$ cat src/rtl/regfile_wb_arbiter.sv
// Shares the register-file write port between the ALU (req 0) and the LSU (req 1).
// Grants are round-robin, with an LSU burst lock. Writes to r15 are steered to the PC port.
module regfile_wb_arbiter #(
   parameter int DW = 32,
   parameter int AW = 4
) (
   input  logic          clk,
   input  logic          reset,
   input  logic          stall,
   input  logic          v0,
   input  logic [AW-1:0] a0,
   input  logic [DW-1:0] d0,
   output logic          r0,
   input  logic          v1,
   input  logic [AW-1:0] a1,
   input  logic [DW-1:0] d1,
   input  logic          lock1,
   output logic          r1,
   output logic          we3,
   output logic [AW-1:0] wa3,
   output logic [DW-1:0] wd3,
   output logic          pc_we,
   output logic [DW-1:0] pc_wd,
   output logic [14:0]   pending
);

   localparam logic [AW-1:0] PC_ADDR = '1;

   typedef enum logic {ST_RR, ST_LOCK1} state_e;

   state_e        state_q, state_d;
   logic          rr_q, rr_d;
   logic          gnt0, gnt1, hs;
   logic [AW-1:0] sel_a;
   logic [DW-1:0] sel_d;

   logic          we3_q, pc_we_q;
   logic [AW-1:0] wa3_q;
   logic [DW-1:0] wd3_q, pc_wd_q;

   always_comb begin
      gnt0    = 1'b0;
      gnt1    = 1'b0;
      state_d = state_q;
      rr_d    = rr_q;
      // Grant lines double as ready: reset and stall mask them combinationally
      if (!reset && !stall) begin
         unique case (state_q)
            ST_RR: begin
               if (v0 && v1) begin
                  gnt0 = !rr_q;
                  gnt1 = rr_q;
               end else begin
                  gnt0 = v0;
                  gnt1 = v1;
               end
            end
            ST_LOCK1: gnt1 = v1;
            default: ;
         endcase
      end
      if (gnt1) begin
         if (lock1) begin
            state_d = ST_LOCK1;
         end else begin
            state_d = ST_RR;
            rr_d    = 1'b0;
         end
      end else if (gnt0) begin
         rr_d = 1'b1;
      end
   end

   assign r0    = gnt0;
   assign r1    = gnt1;
   assign hs    = gnt0 | gnt1;
   assign sel_a = gnt1 ? a1 : a0;
   assign sel_d = gnt1 ? d1 : d0;

   always_ff @(posedge clk) begin
      if (reset) begin
         state_q <= ST_RR;
         rr_q    <= 1'b0;
         we3_q   <= 1'b0;
         wa3_q   <= '0;
         wd3_q   <= '0;
         pc_we_q <= 1'b0;
         pc_wd_q <= '0;
      end else begin
         state_q <= state_d;
         rr_q    <= rr_d;
         we3_q   <= hs && (sel_a != PC_ADDR);
         pc_we_q <= hs && (sel_a == PC_ADDR);
         if (hs && (sel_a != PC_ADDR)) begin
            wa3_q <= sel_a;
            wd3_q <= sel_d;
         end
         if (hs && (sel_a == PC_ADDR)) begin
            pc_wd_q <= sel_d;
         end
      end
   end

   always_comb begin
      pending = '0;
      for (int unsigned i = 0; i < 15; i++) begin
         pending[i] = we3_q && (wa3_q == AW'(i));
      end
   end

   assign we3   = we3_q;
   assign wa3   = wa3_q;
   assign wd3   = wd3_q;
   assign pc_we = pc_we_q;
   assign pc_wd = pc_wd_q;

endmodule

$ cat config.mk
export PLATFORM = sky130hd
export DESIGN_NAME = regfile_wb_arbiter
export DESIGN_NICKNAME = d
export VERILOG_FILES = /design/src/rtl/regfile_wb_arbiter.sv
export SDC_FILE = /design/constraint.sdc
export NUM_CORES = 1
export LEC_CHECK = 0
export BUFFER_PORTS_ARGS = -buffer_cell sky130_fd_sc_hd__buf_2
export CORE_ASPECT_RATIO = 1.5
export CORE_UTILIZATION = 40
export CTS_CLUSTER_DIAMETER = 100
export CTS_CLUSTER_SIZE = 25
export DETAILED_ROUTE_END_ITERATION = 12
export PLACE_DENSITY = 0.71
export SETUP_SLACK_MARGIN = 0.3
export SLEW_MARGIN = 25
export SYNTH_ARGS = -nofsm -noshare
export SYNTH_HDL_FRONTEND = slang
export SYNTH_SLANG_ARGS = --single-unit
$ cat constraint.sdc
create_clock -name clk -period 4.6 [get_ports clk]
set_input_delay 0.92 -clock clk [delete_from_list [all_inputs] [get_ports clk]]
set_output_delay 0.92 -clock clk [all_outputs]
set_load 0.01 [all_outputs]
==> results of run 1 <==
## worst paths after layout
check	slack, ns	depth (start not counted)	end	from
setup / recovery	1.47	4	r1	reset
hold / removal	0.46	2	pc_wd[11]	pc_wd[11]
setup reg to reg	2.04	4	wa3[0]	rr_q
hold reg to reg	0.46	2	pc_wd[11]	pc_wd[11]
## kinds of logic after synthesis
| logic type | count (synthesis) | share of synthesized area |
|---|---|---|
| AOI/OAI and AO/OA | 137 | 0.349 |
| buffers and inverters | 128 | 0.129 |
| and+or+nand+nor | 103 | 0.175 |
| DFF | 72 | 0.338 |
| muxes | 4 | 0.00938 |
## worst reg2reg max path, stage by stage (launching register included)
cell,delay [ns]
dfxtp_1,0.35
or3b_2,0.80
nand3_1,0.26
nand3_4,0.52
a221oi_2,0.52
## sequential cells by signal (all words and copies together) (netlist names)
signal,cells
state_q,1
rr_q,1
pc_we,1
wd3,32
we3,1
pc_wd,32
wa3,4
## layout by cell type, fill, tap and decap left out, types with 2 or more instances in the layout
master / n
mux2i_1: 4
inv_2: 2
clkbuf_16: 9
dfxtp_1: 72
a221oi_2: 58
clkbuf_8: 4
nand4b_1: 32
nor3_1: 5
nor3b_4: 2
buf_4: 12
nor2_1: 13
o31ai_1: 64
nand2_1: 5
buf_2: 163
nand3_1: 5
inv_1: 69
a221oi_1: 10
or4_1: 32
## cell type report
cell class	count	area, um^2	area share
tap	141	176	0.0327
clock buffer	14	284	0.0526
inverter	71	267	0.0493
sequential	72	1440	0.267
timing repair buffer	175	906	0.168
multi-input combinational	244	2290	0.425
clock inverter	2	35.0	0.00648
## per-layer routing
layer  up-vias  global-route usage  wire length [um]
met5         -                   0                 0
met4         0               0.158               605
met3        40              0.0475               844
met2       191               0.401              6720
met1      1955               0.256              4830
li1       1997                   -                 -
## power breakdown
part | total (mW) | leakage, nW | switching [mW] | internal, mW
sequential | 0.671 | 0.587 | 0.0202 | 0.650
combinational | 0.259 | 1.31 | 0.158 | 0.101
clock | 0.732 | 0.159 | 0.254 | 0.478
total | 1.66 | 2.05 | 0.432 | 1.23
==> impl_results.md, run 1 <==
* Clk Latency, worst-skew pair at 0.33 ns
* Setup Crit Path Kind: in -> out
* Skew final at 0.00459 ns
* ANT cells at 0
* Clk slew on worst S/H paths at 0.06 ns
* Final Hold Viols at 0
* Die X-Extent at 86.4 um
* Placed insts at 703
* Hold_buf cts at 0
* CTS buffer count at 9
* Fin worst setup slack at 1.47 ns
* Initial antenna violation count at 0
* Routed len/inst at 18.1 um
* Most common cell in the synthesized netlist: dfxtp_1
* Post-synthesis register bit count at 72
* Final Cycle Share at 0.681
* Worst path cell trace: buf_4 > or3b_1 > nor2_4 > buf_2
* Pins over their slew limit at 0
* Cells after Synth at 444
* Antenna-violating nets left at 0
* Drt total wl at 13.0 mm
* YS warnings at 0
* Final Hold Slack at 0.460 ns
* Clock Tree Root: clkbuf_16
* Post-Syn Nets at 522
* Post-synth top area share at 0.338
* Total track usage at 0.233
* Post-Syn Area at 4270 um^2
* Hold crit path type: reg -> reg
* Status: complete, no violations
* # rows at 45
* Syn_area_per_cell at 9.62 um^2
* Kind of cell adding the most delay to the critical path: simple AND/OR/NAND/NOR gates
* Worst VDD drop at 0.266 mV
* Vias in the first global route at 4,129
* CP required at 3.68 ns
* Slowest CP cell: or3b_1
* Via density at 5.82
* Async SR Flop Fraction at 0
* NumNets Final at 651
* Setup Fix Bufs, Post-CTS at 0
* Standby leakage power at 2.05 nW
* Pre-CTS worst setup slack at 1.27 ns
* Sequential fraction of the synthesis area at 0.338
* Via count at 4,183
* Post-synth EDFFs at 0
* Primary FF master, synth: dfxtp_1
* CTS H-tree lvls at 3
* Commonest cells post-synth: 72 x dfxtp_1, 69 x inv_1, 64 x o31ai_1, 58 x a221oi_2, 35 x clkbuf_1
* GRT overflow at 0
* Cell Pwr Density at 308 nW/um^2
* CTS Sinks at 72
* PortBufs at 164
* CTS tree: built
* Die footprint at 11,100 um^2
* CP bufs+invs at 2
* Total negative slack at 0 ns
* Setup violations, final at 0
* Cell area after layout at 5400 um^2
* Syn-to-layout area delta at 26.5%
* CP peak stage delay at 0.72 ns
* Final core occ at 0.527
* Final min period at 3.13 ns
* # IOs at 165
* RePlAce Congestion at 0.827
* Fill cells at 970
* First-pass GRT wire length at 19.9 mm
* 1st-pass router iterations at 5
* Crit-path max FO at 22
* Synth area leader: dfxtp_1
* Starting DRT DRC Count at 199
* Worst slew pin tran at 0.825 ns
* Layout cells sized above 1 at 0.448
* Initial core utilization at 0.417
* Post-CTS sizing at 0
* Arr. time, crit path at 2.21 ns
* Max Freq at 319 MHz
* Largest net degree at the start of global routing at 70
* Worst slew margin at 0.450
* Core area at 10,200 um^2
* Die height at 129 um
* Distinct cells, synth at 32
* RSZ-0062 raised after global routing: no
* Fin cells at 719
* MaxCap Viol Count at 0
* Longest Clk Path Bufs at 2
* Main area contributors after synthesis: dfxtp_1 34%, a221oi_2 20%, o31ai_1 11%
* Post-Place Cell Area at 5080 um^2
* Post-detail-place hpwl at 8.95 mm
* Drt drc at 0
* Setup crit end kind: primary output
* Power, Total at 1.66 mW
* CP startpoint kind: input port
Note: power is estimated with default switching activity, not from simulation.
==> run 2, diff against run 1 <==
Clock period 4.6 ns to 3.3 ns, I/O delays scaled along.
==> run 2 against run 1 <==
- via count rose by 0.96%
- clock skew barely moved
- global-route usage rose by 0.91 points
- wire length rose by 2.5%
- sequential share of layout area fell by 0.12 points
- largest power group is now registers
- hold slack got worse by 0.0039 ns
- combinational power rose by 43%
- sequential power rose by 39%
==> impl_results.md, run 2 (synthesis results as in run 1) <==
* Worst slew pin tran at 0.899 ns
* Vias in the first global route at 4,175
* Worst slew margin at 0.401
* Cell Pwr Density at 411 nW/um^2
* CTS Sinks at 72
* Setup violations, final at 0
* Setup Crit Path Kind: in -> out
* CTS tree: built
* Setup crit end kind: primary output
* Initial core utilization at 0.417
* CTS H-tree lvls at 3
* Die footprint at 11,100 um^2
* Clock Tree Root: clkbuf_16
* CTS buffer count at 9
* Layout cells sized above 1 at 0.452
* Pins over their slew limit at 0
* Hold crit path type: reg -> reg
* Post-Place Cell Area at 5140 um^2
* Final Cycle Share at 0.744
* Most common cell after layout, fill and taps aside: buf_2
* # IOs at 165
* PortBufs at 164
* Register area at 1440 um^2
* Total track usage at 0.242
* MaxCap Viol Count at 0
* First-pass GRT wire length at 21.0 mm
* Post-detail-place hpwl at 8.95 mm
* ANT cells at 0
* CP startpoint kind: input port
* Core area at 10,200 um^2
* Final min period at 2.45 ns
* CP required at 2.64 ns
* CP peak stage delay at 0.45 ns
* Starting DRT DRC Count at 276
* Die X-Extent at 86.4 um
* Multi-input gate area at 2290 um^2
* Arr. time, crit path at 1.79 ns
* Die height at 129 um
* Largest net degree at the start of global routing at 65
* Standby leakage power at 2.07 nW
* Cell area after layout at 5430 um^2
* Final Hold Viols at 0
* RSZ-0062 raised after global routing: no
* Total negative slack at 0 ns
* Worst path most repeated cell: buf_4
* Worst path cell trace: buf_4 > or3b_1 > buf_4 > nor2_4 > buf_2
* Most frequent cells in the layout: 163 x buf_2, 72 x dfxtp_1, 69 x inv_1
* Hold_buf cts at 0
* Skew final at 0.00473 ns
* Slowest CP cell: or3b_1
* Final Hold Slack at 0.456 ns
* Drt drc at 0
* NumNets Final at 657
* Antenna-violating nets left at 0
* Post-CTS sizing at 0
* Clk slew on worst S/H paths at 0.05 ns
* Max Freq at 408 MHz
* GRT overflow at 0
* Routed len/inst at 18.4 um
* Syn-to-layout area delta at 27.1%
* Initial antenna violation count at 0
* # rows at 45
* Drt total wl at 13.3 mm
* RePlAce Congestion at 0.822
* Worst VDD drop at 0.236 mV
* Status: complete, no violations
* Via density at 5.82
* Fill cells at 983
* Crit-path max FO at 19
* 1st-pass router iterations at 5
* Setup Fix Bufs, Post-CTS at 0
* Via count at 4,223
* Longest Clk Path Bufs at 2
* Clk Latency, worst-skew pair at 0.33 ns
run 2: changes by cell type in the layout (fill, tap and decap cells not counted):
cell and delta:
buf_4 +5, clkinv_2 +2, buf_12 +1, bufinv_16 -1, clkbuf_8 -1, or3b_1 +1, or3b_2 -1
run 2: final timing paths:
check | startpoint | endpoint | slack, ns | cells past startpoint
worst max-delay path | reset | r1 | 0.85 | 5
worst min-delay path | pc_wd[2] | pc_wd[2] | 0.46 | 2
worst max register to register | state_q | pc_wd[13] | 1.24 | 4
worst min register to register | pc_wd[2] | pc_wd[2] | 0.46 | 2
run 2: worst max-delay path, delay by kind of cell:
kind / cells / cell delay (ns)
buf+inv: 3 / 0.58
simple gates: 2 / 0.55
run 2: cell type report:
type,instances,share of cell area
Multi-Input combinational cell,244,0.423
Sequential cell,72,0.266
Timing Repair Buffer,181,0.178
Clock buffer,13,0.0498
Inverter,71,0.0491
Tap cell,141,0.0325
Clock inverter,3,0.00277
run 2: stage by stage:
stage	worst slack (ns)	util	power [mW]	std cells
after floorplan	1.15	-	1.17	444
after global placement	0.774	0.502	1.31	709
after detailed placement	0.749	0.502	1.32	709
after CTS	0.843	0.530	2.24	725
after global routing	0.784	0.530	2.31	725
final	0.846	0.530	2.23	725
run 2: power by group:
part	switching (mW)	total (mW)	internal [mW]
Combinational	0.226	0.371	0.145
Sequential	0.0239	0.930	0.906
Clock	0.360	0.927	0.567
Total	0.610	2.23	1.62
run 2: per-layer routing:
| layer | wire length [um] | track usage | up-vias | part of all wire |
|---|---|---|---|---|
| met5 | 0 | 0 | - | 0 |
| met4 | 402 | 0.128 | 0 | 0.030 |
| met3 | 638 | 0.0282 | 34 | 0.048 |
| met2 | 6820 | 0.422 | 159 | 0.51 |
| met1 | 5450 | 0.289 | 2024 | 0.41 |
| li1 | - | - | 2006 | - |
